[src/rtl/ca90_item_gen.sv]
// Item-memory generator: returns the CA rule-90 iterate of the seed for a symbol index, caching the last result.
// Latency: S+1 cycles from accept to out_valid (S = CA steps needed, one step per clock; S=0 gives valid next cycle).
// Backpressure: result held in DONE until out_ready; req_ready is low outside IDLE, during seed_load and during reset.
module ca90_item_gen #(
  parameter int             DIM   = 8,
  parameter int             IDX_W = 8,
  parameter logic [DIM-1:0] SEED  = DIM'(1)
) (
  input  logic             clk,
  input  logic             rst_n,
  input  logic             seed_load,
  input  logic [DIM-1:0]   seed_in,
  input  logic             req_valid,
  output logic             req_ready,
  input  logic [IDX_W-1:0] req_idx,
  output logic             out_valid,
  input  logic             out_ready,
  output logic [DIM-1:0]   out_vec,
  output logic [IDX_W-1:0] out_idx
);

  localparam logic [1:0] IDLE = 2'd0;
  localparam logic [1:0] STEP = 2'd1;
  localparam logic [1:0] DONE = 2'd2;

  logic [1:0]       state;
  logic [DIM-1:0]   seed_r;
  logic [DIM-1:0]   vec_r;
  logic [IDX_W-1:0] cur_idx;
  logic [IDX_W-1:0] tgt_idx;
  logic [DIM-1:0]   vec_next;
  logic [IDX_W-1:0] cur_inc;

  // Rule 90: each bit becomes the XOR of its two ring neighbours
  // (rotate-left-by-1 XOR rotate-right-by-1).
  always_comb begin
    vec_next = {vec_r[DIM-2:0], vec_r[DIM-1]} ^ {vec_r[0], vec_r[DIM-1:1]};
    cur_inc  = cur_idx + IDX_W'(1);
  end

  // The reset input is active-high despite its name; a seed load owns the
  // cycle, so no request is taken alongside it.
  assign req_ready = (state == IDLE) & ~seed_load & ~rst_n;
  assign out_valid = (state == DONE);
  assign out_vec   = vec_r;
  assign out_idx   = cur_idx;

  // Request sequencing: reuse the cached vector when walking forward,
  // restart from the seed when the target lies behind the cache.
  always_ff @(posedge clk) begin
    if (rst_n) begin
      state   <= IDLE;
      seed_r  <= SEED;
      vec_r   <= SEED;
      cur_idx <= '0;
      tgt_idx <= '0;
    end else begin
      case (state)
        IDLE: begin
          if (seed_load) begin
            seed_r  <= seed_in;
            vec_r   <= seed_in;
            cur_idx <= '0;
          end else if (req_valid) begin
            tgt_idx <= req_idx;
            if (req_idx >= cur_idx) begin
              state <= (req_idx == cur_idx) ? DONE : STEP;
            end else begin
              vec_r   <= seed_r;
              cur_idx <= '0;
              state   <= (req_idx == '0) ? DONE : STEP;
            end
          end
        end
        STEP: begin
          // cur_idx stays strictly below tgt_idx here, so the increment never wraps.
          vec_r   <= vec_next;
          cur_idx <= cur_inc;
          if (cur_inc == tgt_idx) begin
            state <= DONE;
          end
        end
        DONE: begin
          if (out_ready) begin
            state <= IDLE;
          end
        end
        default: state <= IDLE;
      endcase
    end
  end

endmodule

[config.mk]
export PLATFORM = sky130hd
export DESIGN_NAME = ca90_item_gen
export DESIGN_NICKNAME = d
export VERILOG_FILES = /design/src/rtl/ca90_item_gen.sv
export SDC_FILE = /design/constraint.sdc
export NUM_CORES = 1
export LEC_CHECK = 0
export CAP_MARGIN = 20
export CORE_MARGIN = 2
export CORE_UTILIZATION = 56
export DETAILED_ROUTE_END_ITERATION = 12
export PLACE_DENSITY = 0.86
export SYNTH_ARGS = -nofsm -noshare
export SYNTH_HDL_FRONTEND = slang
export SYNTH_SLANG_ARGS = --single-unit
[constraint.sdc]
create_clock -name clk -period 4.2 [get_ports clk]
set_clock_uncertainty 0.1 [all_clocks]
set_input_delay 0.84 -clock clk [delete_from_list [all_inputs] [get_ports clk]]
set_output_delay 0.84 -clock clk [all_outputs]
set_load 0.01 [all_outputs]
# ---- Word-level counts from Yosys, hierarchy flattened
# Index checks and enable logic that the tools add are counted.
dict set report word_totals {
  ff_bits 34
  in_bits 21
  out_inout_bits 18
  wordCells 45
}
dict set report op_classes {
  addsub 1
  n_lt_le_gt_ge 1
  n_eq_ne 10
  mux 16
  bitwise_logic 5
  n_reduce_logical 7
}
# cell n
set op_table {}
lappend op_table {{2-to-1 mux 8 bit} 6}
lappend op_table {{case mux 8 bit (2 select lines)} 2}
lappend op_table {{equality test 8 bit} 2}
lappend op_table {{2-to-1 mux 2 bit} 7}
lappend op_table {{adder 8 x 1 -> 8 bit (second input constant)} 1}
lappend op_table {{greater-or-equal comparator 8 bit} 1}
lappend op_table {{zero test 8 bit} 1}
lappend op_table {{XOR 8 bit} 1}
lappend op_table {{inequality test 2 bit (second input constant)} 3}
lappend op_table {{inequality test 3 bit (second input constant)} 2}
lappend op_table {{case mux 2 bit (3 select lines)} 1}
lappend op_table {{AND reduction 3 bit} 2}
lappend op_table {{AND reduction 4 bit} 1}
lappend op_table {{bitwise AND 1 bit} 2}
lappend op_table {{equality test 2 x 1 -> 1 bit (second input constant)} 1}
lappend op_table {{equality test 2 bit (second input constant)} 1}
lappend op_table {{zero test 2 bit} 1}
lappend op_table {{inequality test 2 x 1 -> 1 bit (second input constant)} 1}
lappend op_table {{NOT 1 bit} 2}
lappend op_table {{AND reduction 2 bit} 1}
lappend op_table {{nonzero test 2 bit} 1}

# ---- Depth between registers and ports, before layout
dict set report depth {
  ltp_word 6
  mapped_depth 10
  ltp_nobuf 8
}

# ---- Worst setup path after synthesis
# No wires, ideal clock.
dict set report synth_timing {
  kind {input -> register}
  from {input port req_idx[3]}
  to {register vec_r[4] (netlist: out_vec[4])}
  setup_ns 0.128
  arrival_ns 2.396
  required_time_ns 3.972
  setup_slack_ns 1.576
  cell_stages 8
  n_path_buf 1
  cell_sequence {ha_1 and3_4 a221oi_2 o211ai_2 a21oi_4 buf_8 mux2i_1 nor2_1}
}
dict set report synth_between {
  elab_chain_cells 3
}
# item line
set synth_lines {}
lappend synth_lines {{from (decl)} 15} ;# input logic [IDX_W-1:0] req_idx,
lappend synth_lines {{greater-or-equal comparator 8 bit} 66} ;# if (req_idx >= cur_idx) begin
lappend synth_lines {{inequality test 3 bit (no line)} n/a}
lappend synth_lines {{AND reduction 3 bit (no line)} n/a}
lappend synth_lines {{to (signal assigned)} 62} ;# vec_r <= seed_in;
lappend synth_lines {{to (signal assigned)} 69} ;# vec_r <= seed_r;
lappend synth_lines {{to (signal assigned)} 77} ;# vec_r <= vec_next;
lappend synth_lines {{to (decl)} 28} ;# logic [DIM-1:0] vec_r;
# No other way between the ends.
# A chain may end at the register's enable or synchronous reset.

# ---- Worst setup path in the final report
dict set report layout_timing {
  from {input port seed_load}
  to {output port req_ready}
}
dict set report layout_between {
  elab_chain_cells 3
}
# item line
set layout_lines {}
lappend layout_lines {{from (decl)} 11} ;# input logic seed_load,
lappend layout_lines {{NOT 1 bit (no line)} n/a}
lappend layout_lines {{bitwise AND 1 bit (2 in series)} 43} ;# assign req_ready = (state == IDLE) & ~seed_load & ~rst_n;
lappend layout_lines {{to (decl)} 14} ;# output logic req_ready,
# No other way between the ends.

==> impl_metrics.ini <==
[outcome]
status = complete, no violations

[routing]
route.detailed.drc = 0
firstDrtPassIters = 5
postRouteAntennaNets = 0
wirelength_um = 5112
vias_per_cell = 5.743
drtIter0Drc = 128
routedWlPerCell_um = 15.08
num_vias = 1947

[floorplan]
start_util_pct = 59.56
ios = 39
die_w_um = 64.28
die_area_mm2 = 0.004131
coreArea_mm2 = 0.003416
die_y_um = 64.28
num_rows = 21

[clock_tree]
htree_levels = 2
numCtsBuffers = 5
insertion_delay_ns = 0.34
cts_setup_buffers = 0
ctsHoldBuffers = 0
cts.sinks = 34
cts_root_buf = clkbuf_4
cts_tree = built
path_clk_slew_ns = 0.10
cts_resized = 0
clockBufferDepth = 2

[finish]
num-fill-cells = 285
antenna_cells = 0
final_net_count = 322
drive_gt1_share_pct = 5.119
final_cell_mix = nand2_1 (48), clkdlybuf4s50_1 (38), dfxtp_1 (34), a21oi_1 (24)
finalInstanceArea_mm2 = 0.002487
syn_to_final_growth_pct = 22.26
final_common_cell = nand2_1

[placement]
gp_congestion = 0.9074
placed_area_mm2 = 0.002427
place_hpwl_um = 3798
io_buffers = 38

[logic_synthesis]
async_reset_ff_share_pct = 0
synthesis.instances = 258
yosys_warnings = 0
syn_nets = 288
ys_ff_latch = 34
netlist_area_mm2 = 0.002034
ys.flop_type = dfxtp_1
yosysSeqAreaShare_pct = 33.46
syn_avg_cell_area_um2 = 7.885
synth_edf_count = 0
synth.distinct_cells = 39

[worst_hold_path]
min_to = seed_r[1]
worstHoldStart = seed_r[1]
min_path_type = flip-flop to flip-flop
hold_depth = 2

[critical_path]
crit_top_cell = clkdlybuf4s50_1
critical_path_arrival_ns = 2.29
path_max_fanout = 13
max_stage_delay_ns = 0.59
crit_chain = clkdlybuf4s50_1 -> buf_4 -> nor4_1 -> clkdlybuf4s50_1
crit-reg2reg-launch = out_idx[2]
startpoint_type = input pin
r2r_cells = 8
criticalPathCategory = input pin to output port
slowest_stage = clkdlybuf4s50_1
rrSetupSlack_ns = 1.50
reg2reg_to = out_idx[4]
critPathRequiredTime_ns = 3.26
worstSetupEndpointType = output port

[grt]
grt_usage_pct = 26.32
antenna_found_initial = 0
grt_overflow = 0
grt_max_degree = 32
grt_pass1_wl_um = 8335
grt_pass1_vias = 1780

[sta]
tns_ns = 0
rsz0062_at_grt = false
slew_headroom_pct = 62.14
timing.hold.ws_ns = 0.3593
max_freq_ghz = 0.3093
hold_violations = 0
period_needed_ns = 3.234
drv_slew = 0
fin_crit_sh_pct = 76.99
worst_pin_slew_ns = 0.5667
setup_viol = 0

[pwr]
ir_drop_uv = 221.0
p_per_area_mw_per_mm2 = 288.9
leakage_nw = 0.9738
power_w = 0.0007185

[run]
drv_cap = 0
-- sequential cells by signal, summed over array words and instances (netlist names) --
| register | cells |
|---|---|
| out_idx | 8 |
| state | 2 |
| tgt_idx | 8 |
| out_vec | 8 |
| seed_r | 8 |
-- worst max-delay path by stage --
stage	slack, ns	endpoint	start
floorplan	1.58	out_vec[4]	req_idx[3]
global placement	0.95	out_idx[4]	req_idx[3]
detailed placement	0.83	out_idx[3]	req_idx[3]
CTS	0.95	req_ready	seed_load
global route	0.91	req_ready	seed_load
finish	0.97	req_ready	seed_load
-- cell usage after synthesis (9+ instances only) --
master / instances / share of area (%)
a21oi_1: 24 / 5.9
clkbuf_1: 9 / 1.7
dfxtp_1: 34 / 33
ha_1: 9 / 5.5
inv_1: 12 / 2.2
mux2i_1: 15 / 7.4
nand2_1: 48 / 8.9
nor2_1: 15 / 2.8
o21ai_0: 11 / 2.7
xor2_1: 12 / 5.2
-- kinds of logic after synthesis --
group | synth area share [%]
xor+xnor | 7.749
mux | 7.380
compound gates | 18.39
simple gates | 21.96
flops | 33.46
fa+ha+maj | 5.535
buf+inv | 5.534
-- power breakdown --
part	leakage [nW]	total, W	internal [W]	switching [W]
Combinational	0.661	0.000163	0.0000797	0.0000837
Clock	0.0353	0.000191	0.0000811	0.000110
Sequential	0.278	0.000364	0.000341	0.0000228
-- routing by layer --
layer,up-vias,part of all wire [%],track usage [%],routed length (um)
met5,-,0,0,0
met4,0,2.5,9.574,126
met3,15,4.8,5.106,246
met2,59,48,43.62,2443
met1,913,45,33.92,2295
li1,960,-,-,-
-- area by class of cell --
type	count	area (um2)	share of cell area, %
well taps	46	57.56	2.314
multi-input cells	198	1241	49.90
flip-flops and latches	34	680.7	27.36
clock inverters	1	5.005	0.2012
clock buffers	7	55.05	2.213
inverters	12	45.04	1.811
repair buffers	41	402.9	16.20
-- worst max-delay path, delay by kind of cell --
family        cells  cell delay, ns
simple gates      1            0.27
buf+inv           3            1.19
-- metrics by stage --
step | setup WS (ns) | instances | util [%]
2_1_floorplan | 1.576 | 258 | -
3_3_place_gp | 0.9486 | 331 | 71.06
3_5_place_dp | 0.8282 | 331 | 71.06
4_1_cts | 0.9457 | 339 | 72.82
5_1_grt | 0.9056 | 339 | 72.82
6_report | 0.9665 | 339 | 72.82
No activity file was read; power rests on OpenSTA's default activity.
